===== src/rtl/render_pkg.sv =====
// Shared defaults and grid FSM encoding for the tile-map renderer.
package render_pkg;

  localparam int unsigned DefMapW     = 20;
  localparam int unsigned DefMapH     = 15;
  localparam int unsigned DefTileLog2 = 5;
  localparam int unsigned DefFbW      = 640;
  localparam int unsigned DefAddrW    = 19;
  localparam int unsigned DefIdW      = 9;
  localparam int unsigned DefPixW     = 16;
  localparam int unsigned DefCellW    = 9;
  localparam logic [15:0] DefKeyColor = 16'hF81F;

  typedef enum logic [2:0] {
    StIdle,
    StFetch,
    StWait,
    StBlit,
    StNext,
    StDone
  } grid_state_e;

endpackage


===== src/rtl/tile_blit.sv =====
// Copies one T x T tile from the tile ROM to the framebuffer, one pixel per
// cycle. Holds at most one pixel in flight so backpressure never drops or
// duplicates a pixel; keyed pixels free their slot without a write.
module tile_blit import render_pkg::*; #(
  parameter int unsigned      TILE_LOG2 = DefTileLog2,
  parameter int unsigned      FB_W      = DefFbW,
  parameter int unsigned      ADDR_W    = DefAddrW,
  parameter int unsigned      ID_W      = DefIdW,
  parameter int unsigned      PIX_W     = DefPixW,
  parameter logic [PIX_W-1:0] KEY_COLOR = DefKeyColor
) (
  input  logic              clk,
  input  logic              rst,
  input  logic              blit_start,
  input  logic [ID_W-1:0]   tile_id,
  input  logic [ADDR_W-1:0] top,
  input  logic [ADDR_W-1:0] left,
  input  logic              key_en,
  output logic              blit_done,
  output logic [ADDR_W-1:0] src_addr,
  output logic              src_rd,
  input  logic [PIX_W-1:0]  src_data,
  output logic [ADDR_W-1:0] dst_addr,
  output logic [PIX_W-1:0]  dst_data,
  output logic              dst_wr,
  input  logic              dst_ready
);

  // Extra MSB on the read counter flags "all T*T pixels read".
  localparam int unsigned CntW = 2 * TILE_LOG2 + 1;

  logic [CntW-1:0]      rd_cnt_q, rd_cnt_d;
  logic                 active_q, active_d;
  logic                 fresh_q, fresh_d;   // read issued last cycle, src_data live
  logic                 held_q, held_d;     // stalled write parked in held_data_q
  logic [PIX_W-1:0]     held_data_q, held_data_d;
  logic [ADDR_W-1:0]    wr_addr_q, wr_addr_d;
  logic [ADDR_W-1:0]    top_q, top_d, left_q, left_d;
  logic [ID_W-1:0]      id_q, id_d;
  logic [TILE_LOG2-1:0] px, py;
  logic                 all_read, slot_free, keyed;
  logic [ADDR_W-1:0]    rd_dst_addr;

  assign px       = rd_cnt_q[TILE_LOG2-1:0];
  assign py       = rd_cnt_q[2*TILE_LOG2-1:TILE_LOG2];
  assign all_read = rd_cnt_q[CntW-1];

  // Output stage, read issue and completion decode.
  always_comb begin
    keyed       = key_en && (src_data == KEY_COLOR);
    dst_data    = fresh_q ? src_data : held_data_q;
    dst_wr      = fresh_q ? !keyed : held_q;
    dst_addr    = wr_addr_q;
    slot_free   = !dst_wr || dst_ready;
    src_rd      = active_q && !all_read && slot_free;
    src_addr    = (ADDR_W'(id_q) << (2 * TILE_LOG2)) + (ADDR_W'(py) << TILE_LOG2)
                  + ADDR_W'(px);
    rd_dst_addr = (top_q + ADDR_W'(py)) * ADDR_W'(FB_W) + left_q + ADDR_W'(px);
    blit_done   = active_q && all_read && slot_free;
  end

  // Next-state for counters, in-flight pixel and latched tile parameters.
  always_comb begin
    rd_cnt_d    = rd_cnt_q;
    active_d    = active_q;
    fresh_d     = src_rd;
    held_d      = dst_wr && !dst_ready;
    held_data_d = held_data_q;
    wr_addr_d   = wr_addr_q;
    top_d       = top_q;
    left_d      = left_q;
    id_d        = id_q;
    if (dst_wr && !dst_ready) begin
      held_data_d = dst_data;
    end
    if (src_rd) begin
      rd_cnt_d  = rd_cnt_q + CntW'(1);
      wr_addr_d = rd_dst_addr;
    end
    if (blit_done) begin
      active_d = 1'b0;
    end
    if (blit_start) begin
      active_d = 1'b1;
      rd_cnt_d = '0;
      id_d     = tile_id;
      top_d    = top;
      left_d   = left;
    end
  end

  // State registers with synchronous reset.
  always_ff @(posedge clk) begin
    if (rst) begin
      rd_cnt_q    <= '0;
      active_q    <= 1'b0;
      fresh_q     <= 1'b0;
      held_q      <= 1'b0;
      held_data_q <= '0;
      wr_addr_q   <= '0;
      top_q       <= '0;
      left_q      <= '0;
      id_q        <= '0;
    end else begin
      rd_cnt_q    <= rd_cnt_d;
      active_q    <= active_d;
      fresh_q     <= fresh_d;
      held_q      <= held_d;
      held_data_q <= held_data_d;
      wr_addr_q   <= wr_addr_d;
      top_q       <= top_d;
      left_q      <= left_d;
      id_q        <= id_d;
    end
  end

endmodule


===== src/rtl/render_map_seq.sv =====
// Tile-map renderer top: walks the map grid, reads each cell, optionally skips
// clean cells, and hands drawn cells to tile_blit.
module render_map_seq import render_pkg::*; #(
  parameter int unsigned      MAP_W     = DefMapW,
  parameter int unsigned      MAP_H     = DefMapH,
  parameter int unsigned      TILE_LOG2 = DefTileLog2,
  parameter int unsigned      FB_W      = DefFbW,
  parameter int unsigned      ADDR_W    = DefAddrW,
  parameter int unsigned      ID_W      = DefIdW,
  parameter int unsigned      PIX_W     = DefPixW,
  parameter int unsigned      CELL_W    = DefCellW,
  parameter logic [PIX_W-1:0] KEY_COLOR = DefKeyColor
) (
  input  logic              clk,
  input  logic              rst,
  input  logic              start,
  input  logic              mode_dirty,
  input  logic              key_en,
  output logic              busy,
  output logic              done,
  output logic [CELL_W-1:0] map_addr,
  output logic              map_rd,
  input  logic [ID_W-1:0]   map_tile_id,
  input  logic              map_dirty,
  output logic              dirty_clr,
  output logic [ADDR_W-1:0] src_addr,
  output logic              src_rd,
  input  logic [PIX_W-1:0]  src_data,
  output logic [ADDR_W-1:0] dst_addr,
  output logic [PIX_W-1:0]  dst_data,
  output logic              dst_wr,
  input  logic              dst_ready
);

  grid_state_e       state_q, state_d;
  logic [CELL_W-1:0] gx_q, gx_d, gy_q, gy_d, cell_q, cell_d;
  logic              mode_dirty_q, mode_dirty_d;
  logic              key_en_q, key_en_d;
  logic              blit_start, blit_done, last_cell;
  logic [ADDR_W-1:0] blit_top, blit_left;

  // Pixel origin of the current cell.
  assign blit_top  = ADDR_W'(gy_q) << TILE_LOG2;
  assign blit_left = ADDR_W'(gx_q) << TILE_LOG2;
  assign last_cell = (gx_q == CELL_W'(MAP_W - 1)) && (gy_q == CELL_W'(MAP_H - 1));

  // Grid FSM next-state and strobes.
  always_comb begin
    state_d      = state_q;
    gx_d         = gx_q;
    gy_d         = gy_q;
    cell_d       = cell_q;
    mode_dirty_d = mode_dirty_q;
    key_en_d     = key_en_q;
    busy         = 1'b0;
    done         = 1'b0;
    map_rd       = 1'b0;
    dirty_clr    = 1'b0;
    blit_start   = 1'b0;
    map_addr     = cell_q;
    case (state_q)
      StIdle: begin
        if (start) begin
          state_d      = StFetch;
          gx_d         = '0;
          gy_d         = '0;
          cell_d       = '0;
          mode_dirty_d = mode_dirty;
          key_en_d     = key_en;
        end
      end
      StFetch: begin
        busy    = 1'b1;
        map_rd  = 1'b1;
        state_d = StWait;
      end
      StWait: begin
        busy = 1'b1;
        if (mode_dirty_q && !map_dirty) begin
          state_d = StNext;
        end else begin
          state_d    = StBlit;
          blit_start = 1'b1;
        end
      end
      StBlit: begin
        busy = 1'b1;
        if (blit_done) begin
          state_d   = StNext;
          dirty_clr = mode_dirty_q;
        end
      end
      StNext: begin
        busy    = 1'b1;
        cell_d  = cell_q + CELL_W'(1);
        state_d = last_cell ? StDone : StFetch;
        if (gx_q == CELL_W'(MAP_W - 1)) begin
          gx_d = '0;
          gy_d = gy_q + CELL_W'(1);
        end else begin
          gx_d = gx_q + CELL_W'(1);
        end
      end
      StDone: begin
        done    = 1'b1;
        state_d = StIdle;
      end
      default: state_d = StIdle;
    endcase
  end

  // Grid state registers with synchronous reset.
  always_ff @(posedge clk) begin
    if (rst) begin
      state_q      <= StIdle;
      gx_q         <= '0;
      gy_q         <= '0;
      cell_q       <= '0;
      mode_dirty_q <= 1'b0;
      key_en_q     <= 1'b0;
    end else begin
      state_q      <= state_d;
      gx_q         <= gx_d;
      gy_q         <= gy_d;
      cell_q       <= cell_d;
      mode_dirty_q <= mode_dirty_d;
      key_en_q     <= key_en_d;
    end
  end

  tile_blit #(
    .TILE_LOG2 (TILE_LOG2),
    .FB_W      (FB_W),
    .ADDR_W    (ADDR_W),
    .ID_W      (ID_W),
    .PIX_W     (PIX_W),
    .KEY_COLOR (KEY_COLOR)
  ) u_tile_blit (
    .clk        (clk),
    .rst        (rst),
    .blit_start (blit_start),
    .tile_id    (map_tile_id),
    .top        (blit_top),
    .left       (blit_left),
    .key_en     (key_en_q),
    .blit_done  (blit_done),
    .src_addr   (src_addr),
    .src_rd     (src_rd),
    .src_data   (src_data),
    .dst_addr   (dst_addr),
    .dst_data   (dst_data),
    .dst_wr     (dst_wr),
    .dst_ready  (dst_ready)
  );

endmodule


===== config.mk =====
export PLATFORM = sky130hd
export DESIGN_NAME = render_map_seq
export DESIGN_NICKNAME = d
export VERILOG_FILES = /design/src/rtl/render_pkg.sv /design/src/rtl/tile_blit.sv /design/src/rtl/render_map_seq.sv
export SDC_FILE = /design/constraint.sdc
export NUM_CORES = 1
export LEC_CHECK = 0
export CORE_AREA = 3 3 131 133
export CTS_CLUSTER_SIZE = 8
export DETAILED_ROUTE_END_ITERATION = 16
export DIE_AREA = 0 0 134 136
export SYNTH_ARGS = -nofsm -noshare
export SYNTH_HDL_FRONTEND = slang
export SYNTH_SLANG_ARGS = --single-unit

===== constraint.sdc =====
create_clock -name clk -period 2.5 [get_ports clk]
set_input_delay 0.375 -clock clk [delete_from_list [all_inputs] [get_ports clk]]
set_output_delay 0.375 -clock clk [all_outputs]
set_load 0.01 [all_outputs]

# --- Word level (Yosys, flattened, before mapping) ---
# Index checks and enable logic that the tools add are counted.
op_classes:
  add_sub_neg: 9
  mux: 22
  n_eq_ne: 11
  n_reduce_logical: 23
  multipliers: 1
ops:
  columns: ["cell", "count"]
  rows:
  - ["case mux 9 bit (2 select lines)", 3]
  - ["adder 19 x 5 -> 19 bit", 2]
  - ["adder 9 x 1 -> 9 bit, second input constant", 3]
  - ["two-way mux 9 bit", 3]
  - ["adder 19 x 10 -> 19 bit", 1]
  - ["adder 19 x 14 -> 19 bit", 1]
  - ["multiplier 19 x 3 -> 12 bit, second input constant", 1]
  - ["equality test 16 bit, second input constant", 1]
  - ["two-way mux 16 bit", 1]
  - ["adder 14 x 5 -> 15 bit", 1]
  - ["case mux 3 bit (5 select lines)", 1]
  - ["two-way mux 3 bit", 4]
  - ["adder 11 x 1 -> 11 bit, second input constant", 1]
  - ["two-way mux 1 bit", 10]
  - ["equality test 9 x 4 -> 1 bit, second input constant", 1]
  - ["equality test 9 x 5 -> 1 bit, second input constant", 1]
  - ["logical AND 1 bit", 8]
  - ["equality test 3 x 2 -> 1 bit, second input constant", 2]
  - ["equality test 3 bit, second input constant", 2]
  - ["!= test 2 bit, second input constant", 3]
  - ["AND reduction 2 bit", 3]
  - ["zero test 1 bit", 5]
  - ["nonzero test 2 bit", 2]
  - ["OR reduction 4 bit", 1]
  - ["5 further kinds", 5]
totals:
  out_inout_bits: 69
  inputBits: 32
  regBits: 108

# --- Depth between registers and ports, before layout ---
depth:
  depth_word: 9
  mapped_depth: 12
  ltp_nobuf: 12

# --- Modules after synthesis ---
# A second synthesis with hierarchy kept.
hier_totals:
  hier_cells: 763
  area_unflattened_um2: 6638.9
modules_own_cells:
  columns: ["mod", "seq_area_each_um2", "cells_per_inst", "area_per_inst_um2", "n_inst"]
  rows:
  - ["tile_blit", 1781.7, 555, 4974.8, 1]
  - ["render_map_seq", 640.6, 208, 1664.1, 1]

# --- Worst setup path after synthesis ---
# No wires, ideal clock.
synth_path:
  kind: "flip-flop to flip-flop"
  start: "register u_tile_blit.rd_cnt_q[7]"
  end: "register u_tile_blit.wr_addr_q[16], in the netlist u_tile_blit.dst_addr[16]"
  arrival_ps: 2622
  slack_ps: -208
  synth_period_minus_slack_ps: 2708
  path_stages_with_launch: 12
  path_buffers: 0
  cell_sequence: "dfxtp_1 -> ha_1 -> ha_1 -> a21o_1 -> a21oi_1 -> xnor2_1 -> ha_1 -> or3_1 -> o221ai_1 -> nor2_1 -> xor2_1 -> a211oi_1"
synth_between:
  elab_chain_cells: 4
synth_rtl:
  columns: ["element", "line_no", "source"]
  rows:
  - ["start: declaration", "tile_blit.sv:32", "logic [CntW-1:0] rd_cnt_q, rd_cnt_d;"]
  - ["start signal: assignment", "tile_blit.sv:105", "rd_cnt_q <= rd_cnt_d;"]
  - ["adder 14 x 5 -> 15 bit", "tile_blit.sv:58", "rd_dst_addr = (top_q + ADDR_W'(py)) * ADDR_W'(FB_W) + left_q + ADDR_W'(px);"]
  - ["multiplier 19 x 3 -> 12 bit", "tile_blit.sv:58", null]
  - ["adder 19 x 14 -> 19 bit", "tile_blit.sv:58", null]
  - ["adder 19 x 5 -> 19 bit", "tile_blit.sv:58", null]
  - ["end signal: assignment", "tile_blit.sv:110", "wr_addr_q <= wr_addr_d;"]
  - ["end: declaration", "tile_blit.sv:37", "logic [ADDR_W-1:0] wr_addr_q, wr_addr_d;"]
# No other way between the ends.
# A chain may end at the register's enable or synchronous reset.

# --- Worst setup path after layout ---
layout_path:
  start: "register u_tile_blit.rd_cnt_q[8]"
  end: "register u_tile_blit.wr_addr_q[17], in the netlist u_tile_blit.dst_addr[17]"
# Same word-level chain as after synthesis.

==> results.toml <==
[place]
gp_congestion = 0.8613
dpl_cell_area_mm2 = 0.006809
dpl.cell_count = 956
post-place-ws_ns = -0.4215
port_buffers = 100
dp_hpwl_mm = 10.82

[power_and_ir_drop]
pwr-share-comb = 0.125
vdd_drop_max_mv = 0.4166
pwr-share-clk = 0.380
seq_power_share = 0.495
p_sw_frac = 0.2484
intPower_mw = 2.651
leakagePower_nw = 2.727
p_per_area_mw_per_mm2 = 485.8
p_sw_mw = 0.8762
power_mw = 3.528

[drt]
first_pass_iters = 4
routed_wl_mm = 13.91
wl_per_cell_um = 14.19
drtIter0Drc = 213
final_antenna_net_count = 0
route.detailed.drc = 0
vias_per_cell = 4.857
via_count = 4760

[floorplanning]
die_x_um = 134
core_area_mm2 = 0.01594
initial_core_util = 0.3336
ios = 101
die_y_um = 136
dieArea_mm2 = 0.01822
num_rows = 46

[run_status]
status = "complete, but fails checks"
violations = "setup timing"

[timing]
tns_ns = -0.4435
fmax_mhz = 377.2
relSlewSlack = 0.6054
whs_ns = 0.4547
hold_violations = 0
finalCritPeriodShare = 1.060
worst_pin_slew_ns = 0.5919
setup_slack_ns = -0.1511
fin_skew_ns = 0.008109
slew_violations = 0
setup_violations = 6
period_minus_slack_ns = 2.651
rsz0062_at_grt = "true"

[final_layout]
syn_to_final_growth_pct = 36.51
n_antenna_cell = 0
seqCellArea_mm2 = 0.002133
fin_area_mm2 = 0.007261
fin_cells = 980
multi_input_area_mm2 = 0.003157
post-route-util = 0.4554
drive_above_1_share = 0.1636
final_common_cell = "nand2_1"
fillers = 1578
fin_nets = 823
final_cell_mix = "nand2_1 (106), dfxtp_1 (101), clkdlybuf4s50_1 (96)"

[logic_synthesis]
synth_seq_area_share = 0.3990
synth_edf_count = 0
async_reset_ff_frac = 0
synth_nets = 703
syn-cell-area_mm2 = 0.005319
avgSynthCellArea_um2 = 8.324
synth-main-ff-cell = "dfxtp_1"
ys.warnings.count = 0
ys_seq_elements = 106
ys_types = 49
synth_cells = 639

[cts]
cts_buffer_depth = 2
numClockSinks = 106
cts-buffers-inserted = 9
cts.hold.buffers_added = 0
cts_htree_levels = 3
clk_pin_slew_ns = 0.07
clock_latency_ns = 0.35
cts_tree = "yes"
root_buffer = "clkbuf_16"

[grt]
grt_antenna_before_repair = 0
grt_pass1_vias = 4712
grt_overflow = 0
grt_pass1_wl_mm = 23.06
grt_start_max_net_pins = 32
grt_util_all_layers = 0.1553

[worst_setup_path]
critPathMaxFanout = 4
critPathCaptureType = "register"
crit_type = "register to register"
arrival_ns = 2.91
cp-start-kind = "register"
crit_required_ns = 2.76

[run]
drv_cap = 0

[worst_hold_path]
hold_path_class = "register to register"
[final cells by class]
class	count	area share
multi-input combinational	479	0.4348
sequential	106	0.2938
timing repair buffer	147	0.1868
tap	216	0.03722
clock buffer	12	0.03533
inverter	16	0.008616
clock inverter	4	0.003446
[repair_timing]
action / 4_1_cts / 5_1_grt
gates resized for setup: 19 / 16
endpoints found under the hold margin: 0 / 0
pin swaps: 14 / 9
setup buffers: 5 / 3
endpoints found under the setup margin: 11 / 15
[Yosys cell counts (5+ instances only)]
master / number / share of area
a211oi_1: 6 / 0.0085
a21oi_1: 63 / 0.059
and3_1: 7 / 0.0082
buf_2: 5 / 0.0047
buf_4: 12 / 0.017
clkbuf_1: 21 / 0.015
dfxtp_1: 106 / 0.40
ha_1: 30 / 0.071
inv_1: 15 / 0.011
mux2_2: 17 / 0.036
mux2i_1: 17 / 0.032
nand2_1: 106 / 0.075
nand2b_1: 7 / 0.0082
nand3_1: 22 / 0.021
nand3b_1: 5 / 0.0071
nor2_1: 75 / 0.053
nor2b_1: 6 / 0.0071
nor3_1: 9 / 0.0085
o211ai_1: 5 / 0.0071
o21a_1: 5 / 0.0071
o21ai_0: 16 / 0.015
or3_1: 9 / 0.011
xnor2_1: 14 / 0.023
xor2_1: 18 / 0.030
[final timing paths]
| path | start | end | slack [ns] | cells past startpoint |
|---|---|---|---|---|
| setup / recovery | u_tile_blit.rd_cnt_q[8]$_SDFFE_PP0P_ | u_tile_blit.dst_addr[17]$_SDFFE_PP0P_ | -0.15 | 11 |
| hold / removal | u_tile_blit.dst_addr[10]$_SDFFE_PP0P_ | u_tile_blit.dst_addr[10]$_SDFFE_PP0P_ | 0.45 | 2 |
| setup reg to reg | u_tile_blit.rd_cnt_q[8]$_SDFFE_PP0P_ | u_tile_blit.dst_addr[17]$_SDFFE_PP0P_ | -0.15 | 11 |
| hold reg to reg | u_tile_blit.dst_addr[10]$_SDFFE_PP0P_ | u_tile_blit.dst_addr[10]$_SDFFE_PP0P_ | 0.45 | 2 |
[sequential cells by signal (all words and copies together), names as in the netlist]
signal                   flops
u_tile_blit.held_q           1
map_addr                     9
u_tile_blit.dst_addr        19
state_q                      3
u_tile_blit.rd_cnt_q        11
u_tile_blit.left_q           9
u_tile_blit.top_q            7
u_tile_blit.fresh_q          1
u_tile_blit.id_q             9
gy_q                         9
gx_q                         9
u_tile_blit.active_q         1
mode_dirty_q                 1
u_tile_blit.held_data_q     16
key_en_q                     1
[metal layers]
layer / global-route usage / vias up / wire length, um
li1: - / 2419 / -
met3: 0.03849 / 11 / 603
met4: 0.04171 / 0 / 141
met5: 0 / - / 0
met1: 0.1955 / 2233 / 6270
met2: 0.2659 / 97 / 6889
[cell families (layout without fill, tap and decap cells)]
group	Yosys count	count (layout)	synth area share
AO/OA/AOI/OAI	113	113	0.1235
adder cells (fa/ha/maj)	32	32	0.07810
AND/OR/NAND/NOR	268	268	0.2310
buffers and inverters	54	179	0.04775
flip-flops	106	106	0.3990
multiplexers	34	34	0.06798
XOR/XNOR	32	32	0.05269
[worst max-delay path: stages, from the launching register on]
cell and delay [ns]:
dfxtp_4 0.37, ha_4 0.27, ha_4 0.13, inv_2 0.03, fa_2 0.51, inv_2 0.04, ha_4 0.14, or3_4 0.41
o221ai_4 0.21, nor3_2 0.06, xor2_1 0.15, a211oi_1 0.23
[power by group through the flow]
| stage | logic, mW | clock network, mW | registers, mW |
|---|---|---|---|
| finish | 0.440 | 1.34 | 1.75 |
| global route | 0.483 | 1.46 | 1.75 |
| CTS | 0.437 | 1.39 | 1.75 |
| detailed placement | 0.435 | 0 | 1.78 |
| global placement | 0.429 | 0 | 1.78 |
| floorplan | 0.223 | 0 | 1.78 |
No activity file was read; power rests on OpenSTA's default activity.
